**src/rtl/fft_sdf_stage_ctrl.sv**
```systemverilog
// Sequencing controller for one radix-2 single-path delay-feedback FFT stage.
// Drives delay-line shift, butterfly select, twiddle address and output framing.
module fft_sdf_stage_ctrl #(
    parameter int unsigned N_HALF = 8,
    parameter int unsigned AW     = 3
) (
    input  logic          clk,
    input  logic          rstn,
    input  logic          din_valid,
    input  logic          din_sop,
    output logic          din_ready,
    input  logic          flush,
    output logic          sr_en,
    output logic          bf_sel,
    output logic [AW-1:0] tw_addr,
    output logic          dout_valid,
    output logic          dout_sop,
    output logic          dout_eop,
    output logic          sop_err
);

    typedef enum logic [2:0] {StIdle, StFill, StBfly, StWait, StDrain} state_e;

    localparam logic [AW-1:0] CntLast = AW'(N_HALF - 1);
    localparam logic [AW-1:0] CntOne  = AW'(1);

    state_e        state_q, state_d;
    logic [AW-1:0] cnt_q, cnt_d;
    logic          pend_q, pend_d;
    logic          sr_en_d, bf_sel_d, dout_valid_d, dout_sop_d, dout_eop_d, sop_err_d;
    logic [AW-1:0] tw_addr_d;
    logic          accept;
    logic          cnt_last;

    assign din_ready = (state_q != StDrain);
    assign accept    = din_valid & din_ready;
    assign cnt_last  = (cnt_q == CntLast);

    always_comb begin
        state_d      = state_q;
        cnt_d        = cnt_q;
        pend_d       = pend_q;
        sr_en_d      = 1'b0;
        bf_sel_d     = 1'b0;
        tw_addr_d    = tw_addr;
        dout_valid_d = 1'b0;
        dout_sop_d   = 1'b0;
        dout_eop_d   = 1'b0;
        sop_err_d    = 1'b0;

        unique case (state_q)
            StIdle: begin
                if (accept) begin
                    if (din_sop) begin
                        sr_en_d = 1'b1;
                        cnt_d   = CntOne;
                        state_d = StFill;
                    end else begin
                        sop_err_d = 1'b1;
                    end
                end
            end
            StFill, StBfly: begin
                if (accept) begin
                    sr_en_d = 1'b1;
                    if (din_sop) begin
                        // Restart: the sample opens a new frame, any pending drain keeps flowing.
                        sop_err_d    = 1'b1;
                        dout_valid_d = pend_q;
                        cnt_d        = CntOne;
                        state_d      = StFill;
                    end else if (state_q == StFill) begin
                        dout_valid_d = pend_q;
                        dout_eop_d   = pend_q & cnt_last;
                        cnt_d        = cnt_q + 1'b1;
                        if (cnt_last) begin
                            cnt_d   = '0;
                            pend_d  = 1'b0;
                            state_d = StBfly;
                        end
                    end else begin
                        bf_sel_d     = 1'b1;
                        tw_addr_d    = cnt_q;
                        dout_valid_d = 1'b1;
                        dout_sop_d   = (cnt_q == '0);
                        cnt_d        = cnt_q + 1'b1;
                        if (cnt_last) begin
                            cnt_d   = '0;
                            pend_d  = 1'b1;
                            state_d = StWait;
                        end
                    end
                end
            end
            StWait: begin
                if (accept) begin
                    if (din_sop) begin
                        sr_en_d      = 1'b1;
                        dout_valid_d = pend_q;
                        cnt_d        = CntOne;
                        state_d      = StFill;
                    end else begin
                        sop_err_d = 1'b1;
                    end
                end else if (flush) begin
                    cnt_d   = '0;
                    state_d = StDrain;
                end
            end
            StDrain: begin
                sr_en_d      = 1'b1;
                dout_valid_d = 1'b1;
                dout_eop_d   = cnt_last;
                cnt_d        = cnt_q + 1'b1;
                if (cnt_last) begin
                    cnt_d   = '0;
                    pend_d  = 1'b0;
                    state_d = StIdle;
                end
            end
            default: state_d = StIdle;
        endcase
    end

    always_ff @(posedge clk or negedge rstn) begin
        if (!rstn) begin
            state_q    <= StIdle;
            cnt_q      <= '0;
            pend_q     <= 1'b0;
            sr_en      <= 1'b0;
            bf_sel     <= 1'b0;
            tw_addr    <= '0;
            dout_valid <= 1'b0;
            dout_sop   <= 1'b0;
            dout_eop   <= 1'b0;
            sop_err    <= 1'b0;
        end else begin
            state_q    <= state_d;
            cnt_q      <= cnt_d;
            pend_q     <= pend_d;
            sr_en      <= sr_en_d;
            bf_sel     <= bf_sel_d;
            tw_addr    <= tw_addr_d;
            dout_valid <= dout_valid_d;
            dout_sop   <= dout_sop_d;
            dout_eop   <= dout_eop_d;
            sop_err    <= sop_err_d;
        end
    end

endmodule

```
**config.mk**
```make
export PLATFORM = sky130hd
export DESIGN_NAME = fft_sdf_stage_ctrl
export DESIGN_NICKNAME = d
export VERILOG_FILES = /design/src/rtl/fft_sdf_stage_ctrl.sv
export SDC_FILE = /design/constraint.sdc
export NUM_CORES = 1
export LEC_CHECK = 0
export ABC_CLOCK_PERIOD_IN_PS = 4300
export CAP_MARGIN = 20
export CORE_ASPECT_RATIO = 0.9
export CORE_MARGIN = 4
export CORE_UTILIZATION = 56
export DETAILED_ROUTE_END_ITERATION = 8
export PLACE_DENSITY = 0.82
export SETUP_SLACK_MARGIN = 0.5
export SLEW_MARGIN = 0
export SYNTH_ARGS = -nofsm -noshare
export SYNTH_HDL_FRONTEND = slang
export SYNTH_SLANG_ARGS = --single-unit
```
**constraint.sdc**
```tcl
create_clock -name clk -period 4.3 [get_ports clk]
set_input_delay 0.645 -clock clk [delete_from_list [all_inputs] [get_ports clk]]
set_output_delay 0.645 -clock clk [all_outputs]
set_load 0.03 [all_outputs]
```
## Word-level counts from Yosys, hierarchy flattened

Cells that the tools add are included.

- Input bits: 5
- Register bits after elaboration: 16
- Word-level logic and storage cells: 88

- Reductions and logical operators: 10
- Muxes and demuxes: 50
- Eq/ne operators: 13
- Add/subtract/negate cells: 1
- Bitwise gates (word level): 4

Operators with widths:

| cell | count |
|---|---|
| 3-bit two-way mux | 17 |
| 1-bit two-way mux | 26 |
| 3-bit case mux with 4 select lines | 2 |
| 3-bit inequality test (second input constant) | 4 |
| 4-bit AND reduction | 3 |
| 2-bit inequality test (second input constant) | 4 |
| 3-bit by 2-bit equality test with 1-bit output (second input constant) | 2 |
| 3-bit equality test (second input constant) | 2 |
| 3-bit zero test | 2 |
| 1-bit case mux with 2 select lines | 3 |
| 1-bit case mux with 3 select lines | 2 |
| 5-bit AND reduction | 1 |
| 4-bit nonzero test | 1 |
| 2-bit OR reduction | 2 |
| 3-bit by 1-bit adder with 3-bit output (second input constant) | 1 |
| 3-bit by 1-bit equality test with 1-bit output (second input constant) | 1 |
| 1-bit bitwise AND | 2 |
| 1-bit NOT | 2 |
| 2-bit nonzero test | 1 |

## Longest topological paths before layout

- Depth in word-level cells: 6
- Depth in mapped cells: 6
- Mapped depth without buffers: 6

## Worst setup path after synthesis

Ideal clock, no wire load.

- Kind: input to register
- From: input port din_sop
- To: register tw_addr[2]
- Data required time: 4175 ps
- Library setup time: 125 ps
- Arrival time: 1516 ps
- Stages on the path: 4
- Path slack: 2659 ps
- Cells stage by stage: buf_4 > nor4b_4 > nand2_2 > mux2_4

- Longest elaborated chain between the ends: 2

RTL lines:

| what | RTL line | text |
|---|---|---|
| start, declared | 10 | `input logic din_sop,` |
| 1-bit NOT (no source line) | -- |  |
| 4-bit AND reduction (no source line) | -- |  |
| end signal, assigned | 143 | `tw_addr <= tw_addr_d;` |
| end, declared | 15 | `output logic [AW-1:0] tw_addr,` |

No other way between the ends.
A chain may end at the register's enable or synchronous reset.

## Worst setup path in the final report

- From: register state_q[1]
- To: output port din_ready

- Longest elaborated chain between the ends: 1

RTL lines:

| what | RTL line | text |
|---|---|---|
| start, declared | 27 | `state_e state_q, state_d;` |
| start signal, assigned | 127 | `state_q <= StIdle;` |
| start signal, assigned | 138 | `state_q <= state_d;` |
| 3-bit inequality test | 35 | `assign din_ready = (state_q != StDrain);` |
| end, declared | 11 | `output logic din_ready,` |

No other way between the ends.

==> impl_metrics.tcl <==
set metrics [dict create \
    start_util 0.602 \
    cts_resized 0 \
    cts_buffer_depth 2 \
    p_int_mw 0.403 \
    hold_ws_ps 510 \
    p_per_area_nw_per_um2 624 \
    drc 0 \
    skew_ps 3.24 \
    power.share.sequential 0.402 \
    placementRows 14 \
    synth_cell_types 42 \
    worst_hold_startpoint "tw_addr[0]$_DFFE_PN0P_" \
    final_util 0.688 \
    die_h_um 48.5 \
    crit_path_max_incr_delay_ps 850 \
    finalHoldViolCount 0 \
    syn_avg_cell_area_um2 9.38 \
    slowest_stage "dfrtp_1" \
    dp.cells 139 \
    grt_usage 0.189 \
    wl_per_cell_um 14.8 \
    drive_gt1_frac 0.101 \
    swShare 0.447 \
    syn_area_um2 1020 \
    worstPathMaxFanout 21 \
    post_cts_buffers 0 \
    p_leak_nw 0.497 \
    holdCritPathClass "reg -> reg" \
    fin_nets 128 \
    irDropWorstVdd_uv 507 \
    ys_seq_area_frac 0.392 \
    p_comb_frac 0.461 \
    path_clk_slew_ps 90 \
    cts-buffers-inserted 3 \
    dieWidth_um 53.0 \
    reg2reg_from "state_q[1]$_DFFE_PN0P_" \
    grt_max_degree 22 \
    crit_type "reg -> out" \
    setup_tns_ps 0 \
    antennaDiodeCount 0 \
    core-area_um2 1700 \
    p_sw_mw 0.326 \
    stdcell_count 143 \
    ant_nets 0 \
    critPathArrivalTime_ps 2180 \
    setup-violations-final 0 \
    synth_cells 109 \
    fmax_ghz 0.354 \
    layout-area-overhead-vs-synth_pct 14.3 \
    synth_top_area_frac 0.392 \
    cts_max_level 1 \
    dp.final_hpwl_um 1500 \
    globalRoute.totalOverflow 0 \
    grt_antenna_before_repair 0 \
    finalWorstPathRequiredPeriod_ps 2830 \
    io_pins 15 \
    status "finished clean" \
    routed_wl_um 2110 \
    vias 865 \
    tritoncts "built" \
    max_cap_violations 0 \
    crit_start "state_q[1]$_DFFE_PN0P_" \
    rsz0062_at_grt "no" \
    drtIter0Drc 33 \
    clk_latency_ps 290 \
    synth.area.top_cells "dfrtp_1 (39%), nand2_1 (4.0%), ha_1 (3.7%)" \
    die_area_um2 2570 \
    crit_chain "nor2_1, nand2_1, clkdlybuf4s50_1" \
    root_buffer "clkbuf_4" \
    power_mw 0.729 \
    ys_warn_count 0 \
    grt_first_pass_wirelength_um 3630 \
    relSlewSlack 0.492 \
    end_kind "output port" \
    yosys_register_bits 16 \
    port_buffers 14 \
    period_share 0.658 \
    timing.final.max_slew_violations 0 \
    pwr-share-clk 0.138 \
    crit_required_ps 3650 \
    yosysTopAreaCell "dfrtp_1" \
    start_kind "register" \
    gp_congestion 0.925 \
    tightest_slew_ps 762 \
    clock-sinks 16 \
    grt_pass1_vias 799 \
    hold_buffers 0 \
    syn_nets 117 \
    vias_per_cell 6.05 \
    firstDrtPassIters 4 \
]
## placed cells by master, fill, tap and decap left out, drive strengths merged, types with 4 or more instances in the layout
| cell | n |
|---|---|
| clkdlybuf4s50 | 14 |
| nor2 | 4 |
| nand2 | 13 |
| nor2b | 4 |
| o21ai | 10 |
| inv | 6 |
| nand2b | 5 |
| clkbuf | 4 |
| dfrtp | 16 |
## synthesized netlist by cell type (all sizes together)
library cell  number
a211oi             1
a21o               1
a21oi              3
a221o              1
a22o               2
a22oi              1
a311oi             1
a31oi              3
a41oi              1
buf                7
clkbuf             1
dfrtp             16
ha                 3
inv                6
mux2               1
nand2             13
nand2b             5
nand3              2
nand4bb            1
nor2               4
nor2b              4
nor3               3
nor3b              2
nor4b              1
o211a              1
o211ai             1
o21a               1
o21ai             10
o221ai             2
o22ai              3
o2bb2ai            1
o31ai              3
or2                1
or3                1
xnor2              1
xor2               1
## state kept, by name, indices dropped and copies added, names as in the netlist
signal and cells:
bf_sel 1, cnt_q 3, dout_eop 1, dout_sop 1, dout_valid 1, pend_q 1, sop_err 1, sr_en 1
state_q 3, tw_addr 3
## critical path: cells and delay by family (launching register included)
family / cells / cell delay [ps]
DFF: 1 / 850
and+or+nand+nor: 2 / 360
buffers and inverters: 1 / 680
## cells by family after synthesis
kind of cell	share of synthesized area
AO/OA/AOI/OAI	0.239
XOR/XNOR	0.0245
adder cells (fa/ha/maj)	0.0367
buffers and inverters	0.0808
flip-flops	0.392
multiplexers	0.0147
AND/OR/NAND/NOR	0.213
## area by class of cell
class	count	area (um^2)
Sequential cell	16	400
Multi-Input combinational cell	79	539
Fill cell	138	531
Inverter	6	22.5
Tap cell	24	30.0
Timing Repair Buffer	14	140
Clock buffer	4	36.3
## routing by layer
layer | vias up | global-route usage | wire length [um] | part of all wire
met3 | 4 | 0.0583 | 118 | 0.056
met4 | 0 | 0.0894 | 40 | 0.019
met5 | - | 0 | 0 | 0
met2 | 33 | 0.291 | 1040 | 0.49
li1 | 417 | - | - | -
met1 | 411 | 0.235 | 913 | 0.43
## power groups by stage
stage / Sequential, mW / Clock, mW / Combinational (mW)
final: 0.293 / 0.100 / 0.336
after global routing: 0.302 / 0.110 / 0.371
after CTS: 0.291 / 0.103 / 0.337
after detailed placement: 0.295 / 0 / 0.336
after global placement: 0.290 / 0 / 0.327
after floorplan: 0.281 / 0 / 0.264
## path summary, 6_finish.rpt
kind                                           to  slack [ps]  cells past startpoint
max                                     din_ready        1470                      3
min                        tw_addr[0]$_DFFE_PN0P_         510                      2
max reg2reg                state_q[0]$_DFFE_PN0P_        2450                      4
min reg2reg                tw_addr[0]$_DFFE_PN0P_         510                      2
max in group asynchronous      dout_eop$_DFF_PN0_        3090                      1
min in group asynchronous  state_q[2]$_DFFE_PN0P_         770                      1
## stage by stage
stage / setup WS [ps] / area (um^2)
after floorplan: 2660 / 1020
after global placement: 1880 / 1130
after detailed placement: 1820 / 1130
after CTS: 1490 / 1170
after global routing: 1370 / 1170
final: 1470 / 1170
Power figures use the tool's default switching activity.
